===== config.mk =====
export PLATFORM = sky130hd
export DESIGN_NAME = cla_pipe_addsub
export DESIGN_NICKNAME = d
export VERILOG_FILES = /design/src/rtl/cla_pipe_addsub.sv
export SDC_FILE = /design/constraint.sdc
export NUM_CORES = 1
export LEC_CHECK = 0
export ABC_AREA = 1
export BUFFER_PORTS_ARGS = -buffer_cell sky130_fd_sc_hd__buf_2
export CAP_MARGIN = 5
export CORE_MARGIN = 2
export CORE_UTILIZATION = 45
export CTS_CLUSTER_SIZE = 40
export DETAILED_ROUTE_END_ITERATION = 12
export GPL_TIMING_DRIVEN = 0
export PLACE_DENSITY = 0.72
export SYNTH_ARGS = -nofsm -noshare
export SYNTH_HDL_FRONTEND = slang
export SYNTH_SLANG_ARGS = --single-unit
export TNS_END_PERCENT = 1

===== constraint.sdc =====
create_clock -name clk -period 5.1 [get_ports clk]
set_input_delay 1.02 -clock clk [delete_from_list [all_inputs] [get_ports clk]]
set_output_delay 1.02 -clock clk [all_outputs]
set_load 0.02 [all_outputs]

===== src/rtl/cla_pipe_addsub.sv =====
// cla_pipe_addsub: pipelined carry-lookahead adder/subtractor.
// One 4-bit lookahead group is resolved per stage; the group carry, the
// unresolved upper operand bits and the resolved lower sum bits travel with
// each beat. A single global stall holds every stage when the output is
// occupied and not being taken.
// Build option: define CLA_PIPE_SAT_EN to saturate sum on signed overflow
// (cout and ovf still report the raw result).
module cla_pipe_addsub #(
    parameter int WIDTH = 16
) (
    input  logic             clk,
    input  logic             rst,
    input  logic             in_valid,
    output logic             in_ready,
    input  logic             op,
    input  logic [WIDTH-1:0] a,
    input  logic [WIDTH-1:0] b,
    input  logic             cin,
    output logic             out_valid,
    input  logic             out_ready,
    output logic [WIDTH-1:0] sum,
    output logic             cout,
    output logic             ovf
);
    localparam int G = WIDTH / 4;

    if ((WIDTH % 4) != 0 || WIDTH < 4) begin : g_bad_width
        $error("cla_pipe_addsub: WIDTH must be a multiple of 4 and at least 4");
    end

    // Whole pipe advances whenever the output register is free or being drained.
    assign in_ready = !out_valid || out_ready;

    for (genvar k = 0; k < G; k++) begin : g_stg
        logic             v_d, c_d;
        logic [WIDTH-1:0] a_d, b_d, s_d;
        logic             v_q, c_q;
        logic [WIDTH-1:0] a_q, b_q, s_q;
        logic [3:0]       gp, gg;
        logic [4:0]       gc;
        logic [WIDTH-1:0] s_new;

        if (k == 0) begin : g_head
            // Subtraction is a + ~b + ~borrow, so invert b and cin on entry.
            assign v_d = in_valid;
            assign a_d = a;
            assign b_d = op ? ~b : b;
            assign c_d = op ? ~cin : cin;
            assign s_d = '0;
        end else begin : g_link
            assign v_d = g_stg[k-1].v_q;
            assign a_d = g_stg[k-1].a_q;
            assign b_d = g_stg[k-1].b_q;
            assign c_d = g_stg[k-1].gc[4];
            assign s_d = g_stg[k-1].s_new;
        end

        // Stage register: captures the previous stage whenever the pipe advances.
        always_ff @(posedge clk or posedge rst) begin
            if (rst) begin
                v_q <= 1'b0;
                c_q <= 1'b0;
                a_q <= '0;
                b_q <= '0;
                s_q <= '0;
            end else if (in_ready) begin
                v_q <= v_d;
                c_q <= c_d;
                a_q <= a_d;
                b_q <= b_d;
                s_q <= s_d;
            end
        end

        assign gp = a_q[4*k +: 4] ^ b_q[4*k +: 4];
        assign gg = a_q[4*k +: 4] & b_q[4*k +: 4];
        assign gc[0] = c_q;
        assign gc[1] = gg[0] | (gp[0] & gc[0]);
        assign gc[2] = gg[1] | (gp[1] & gc[1]);
        assign gc[3] = gg[2] | (gp[2] & gc[2]);
        assign gc[4] = gg[3] | (gp[3] & gc[3]);

        // Merge this group's sum bits into the partial result travelling with the beat.
        always_comb begin
            s_new = s_q;
            s_new[4*k +: 4] = gp ^ gc[3:0];
        end
    end

    logic             raw_cout;
    logic             raw_ovf;
    logic [WIDTH-1:0] res;

    assign raw_cout = g_stg[G-1].gc[4];
    assign raw_ovf  = g_stg[G-1].gc[4] ^ g_stg[G-1].gc[3];

    // Result selection: wrap, or clamp toward the sign of A on overflow.
    always_comb begin
        res = g_stg[G-1].s_new;
`ifdef CLA_PIPE_SAT_EN
        if (raw_ovf) begin
            res = g_stg[G-1].a_q[WIDTH-1] ? {1'b1, {(WIDTH-1){1'b0}}}
                                          : {1'b0, {(WIDTH-1){1'b1}}};
        end
`endif
    end

    // Output register: holds while the downstream stalls.
    always_ff @(posedge clk or posedge rst) begin
        if (rst) begin
            out_valid <= 1'b0;
            sum       <= '0;
            cout      <= 1'b0;
            ovf       <= 1'b0;
        end else if (in_ready) begin
            out_valid <= g_stg[G-1].v_q;
            sum       <= res;
            cout      <= raw_cout;
            ovf       <= raw_ovf;
        end
    end
endmodule


==> metrics.txt <==
Post-CTS Setup Inserts 0; Netlist Area Pre-Place roughly 0.0055 mm²; DP Wirelength between 8000 and 9000 µm; maxcap violations 0; Worst VDD drop ~0.00029 V; worst hold slack ~470 ps; CTS buffer count 17; Die ar. 0.0131 mm²; Startpoint Class input pin; Critical Path End in_ready; Hold Vio Cnt, Final 0; final clock skew about 6.1 ps; Setup CP Type in -> out; sw frac 0.360; drt pass-1 iters 6; Sequential Power Share 0.412; initial core utilization 0.460; reg2reg path depth 8; R2R Path End g_stg[2].s_q[7]; Worst Tran Pin Value between 600 and 700 ps; CTS tree built; unrepaired setup endpoints after global routing no; gr ovfl total 0; internal power ~2.7 mW; clock insertion delay at the later pin of the skew report ~400 ps; post-synthesis to final-layout area growth 19.4%; fillers about 1000; Die H ~110 µm; part of the power in combinational logic 0.314; Chip Width roughly 110 µm; Slew Limit Fails 0; antenna-violating nets left 0; commonest non-fill, non-tap cell in the layout nand2_1; clk root buf clkbuf_16; share of cells above drive strength 1 0.161; Via density 4.91; outcome finished clean; clock power share 0.274; HP Class reg -> reg; r2r startpoint g_stg[1].a_q[4]; CTS resizes 0; post-route minimum period ~3000 ps; Core Region around 0.012 mm²; CP max FO 10; Fmax achieved approximately 0.33 GHz; first-pass GRT wire length between 20000 and 25000 µm; Post-Synthesis Cells about 600; worst relative slew slack 0.584; CP Data Arrival Time between 2000 and 2500 ps; # diodes 0; H-tree levels 4; commonest cells after routing, fill and taps aside nand2_1 (287), dfrtp_1 (131), buf_2 (72); # rows 40; syn_nets ~670; Cells after DPL around 820; CTS sink cnt 131; Power Dens Cells roughly 650 mW/mm²; vias in the first global route around 4200; Syn Area/Cell approximately 9 µm²; Clk pin slew, worst setup/hold paths around 60 ps; Yosys warnings 0; Yosys cell types 13; DRT iter0 DRCs ~380; number of buffers inserted by hold repair at cts 0; R2R Setup Slk just under 3000 ps; critical path endpoint category output pin; DR vias about 4200; Seq/Total Area, Yosys 0.596; wire length per cell 14.4 µm; GR Util All Layers 0.208; initial antenna violation count 0; wirelength, routed approximately 12000 µm; final std cells w/o fill around 850; Worst setup startpoint out_ready; routability cong. approximately 0.84; Yosys reg bits ~130; Setup TNS Final 0 ps; Pleak between 3 and 4 nW; input/output buffers between 50 and 60; DRC 0; Crit path required time around 4000 ps; largest net degree at the start of global routing 85; Final Setup Violations 0; Tot Pwr approximately 4.2 mW; period utilization 0.594; Nets ~740; Sw Pwr 1.53 mW; io pins 58; Max clock buf depth 2
## cells by family (layout without fill, tap and decap cells)
family	after synthesis	count (layout)	synth area share
fa+ha+maj	16	16	0.0582
flops	131	131	0.596
simple gates	307	307	0.215
compound gates	61	61	0.0555
buf+inv	98	186	0.0746
## through the flow
step | cell area (µm²) | setup WS [ps] | utilization
6_report | 6570 | 2070 | 0.549
5_1_grt | 6570 | 2010 | 0.549
4_1_cts | 6570 | 2080 | 0.549
3_5_place_dp | 6000 | 2090 | 0.501
3_3_place_gp | 5960 | -698 | 0.499
2_1_floorplan | 5500 | 582 | -
## how the worst min path moves through the flow
stage                       from         to  slack, ps  cells past startpoint
floorplan           g_stg[3].v_q  out_valid        420                      2
global placement    g_stg[3].v_q  out_valid        430                      2
detailed placement  g_stg[3].v_q  out_valid        440                      2
CTS                 g_stg[3].v_q  out_valid        470                      2
global route              sum[8]     sum[8]        480                      2
finish                   sum[11]    sum[11]        470                      2
## synthesized netlist by cell type
cell type / instances / share of area
nand2_2: 1 / 0.0011
buf_2: 16 / 0.015
inv_2: 2 / 0.0014
buf_4: 6 / 0.0082
nand2_1: 287 / 0.20
inv_1: 65 / 0.044
fa_1: 16 / 0.058
clkbuf_1: 8 / 0.0055
dfrtp_1: 131 / 0.60
o21ai_0: 61 / 0.056
nand3_1: 18 / 0.016
nor2_4: 1 / 0.0020
clkinv_1: 1 / 0.00068
## power by group through the flow
stage / combinational, mW / clock (mW) / sequential [mW]
6_report: 1.34 / 1.16 / 1.75
3_5_place_dp: 1.33 / 0 / 1.76
2_1_floorplan: 0.824 / 0 / 1.79
3_3_place_gp: 1.28 / 0 / 1.75
4_1_cts: 1.34 / 1.17 / 1.75
5_1_grt: 1.53 / 1.24 / 1.80
## sequential cells by signal (all words and copies together), names as in the netlist
signal and count:
sum 16, g_stg.b_q 40, ovf 1, g_stg.a_q 40, out_valid 1, g_stg.s_q 24
cout 1, g_stg.v_q 4, g_stg.c_q 4
## metal layers
| metal | global-route usage | vias up | share of wire |
|---|---|---|---|
| li1 | - | 2004 | - |
| met2 | 0.332 | 141 | 0.47 |
| met1 | 0.280 | 2000 | 0.45 |
| met3 | 0.0513 | 19 | 0.057 |
| met4 | 0.0715 | 0 | 0.018 |
| met5 | 0 | - | 0 |
## worst max-delay path, stage by stage
cell,delay (ps)
buf_2,130
inv_2,40
nand2_2,120
buf_4,200
buf_2,270
buf_2,220
## area by class of cell
type | count | area, µm² | area share
sequential | 131 | 3280 | 0.499
multi-input combinational | 384 | 1810 | 0.276
clock buffer | 21 | 460 | 0.0701
timing repair buffer | 57 | 308 | 0.0469
inverter | 68 | 260 | 0.0396
tap | 147 | 184 | 0.0280
buffer | 30 | 155 | 0.0236
clock inverter | 10 | 109 | 0.0166
(Power assumes the default switching activity.)
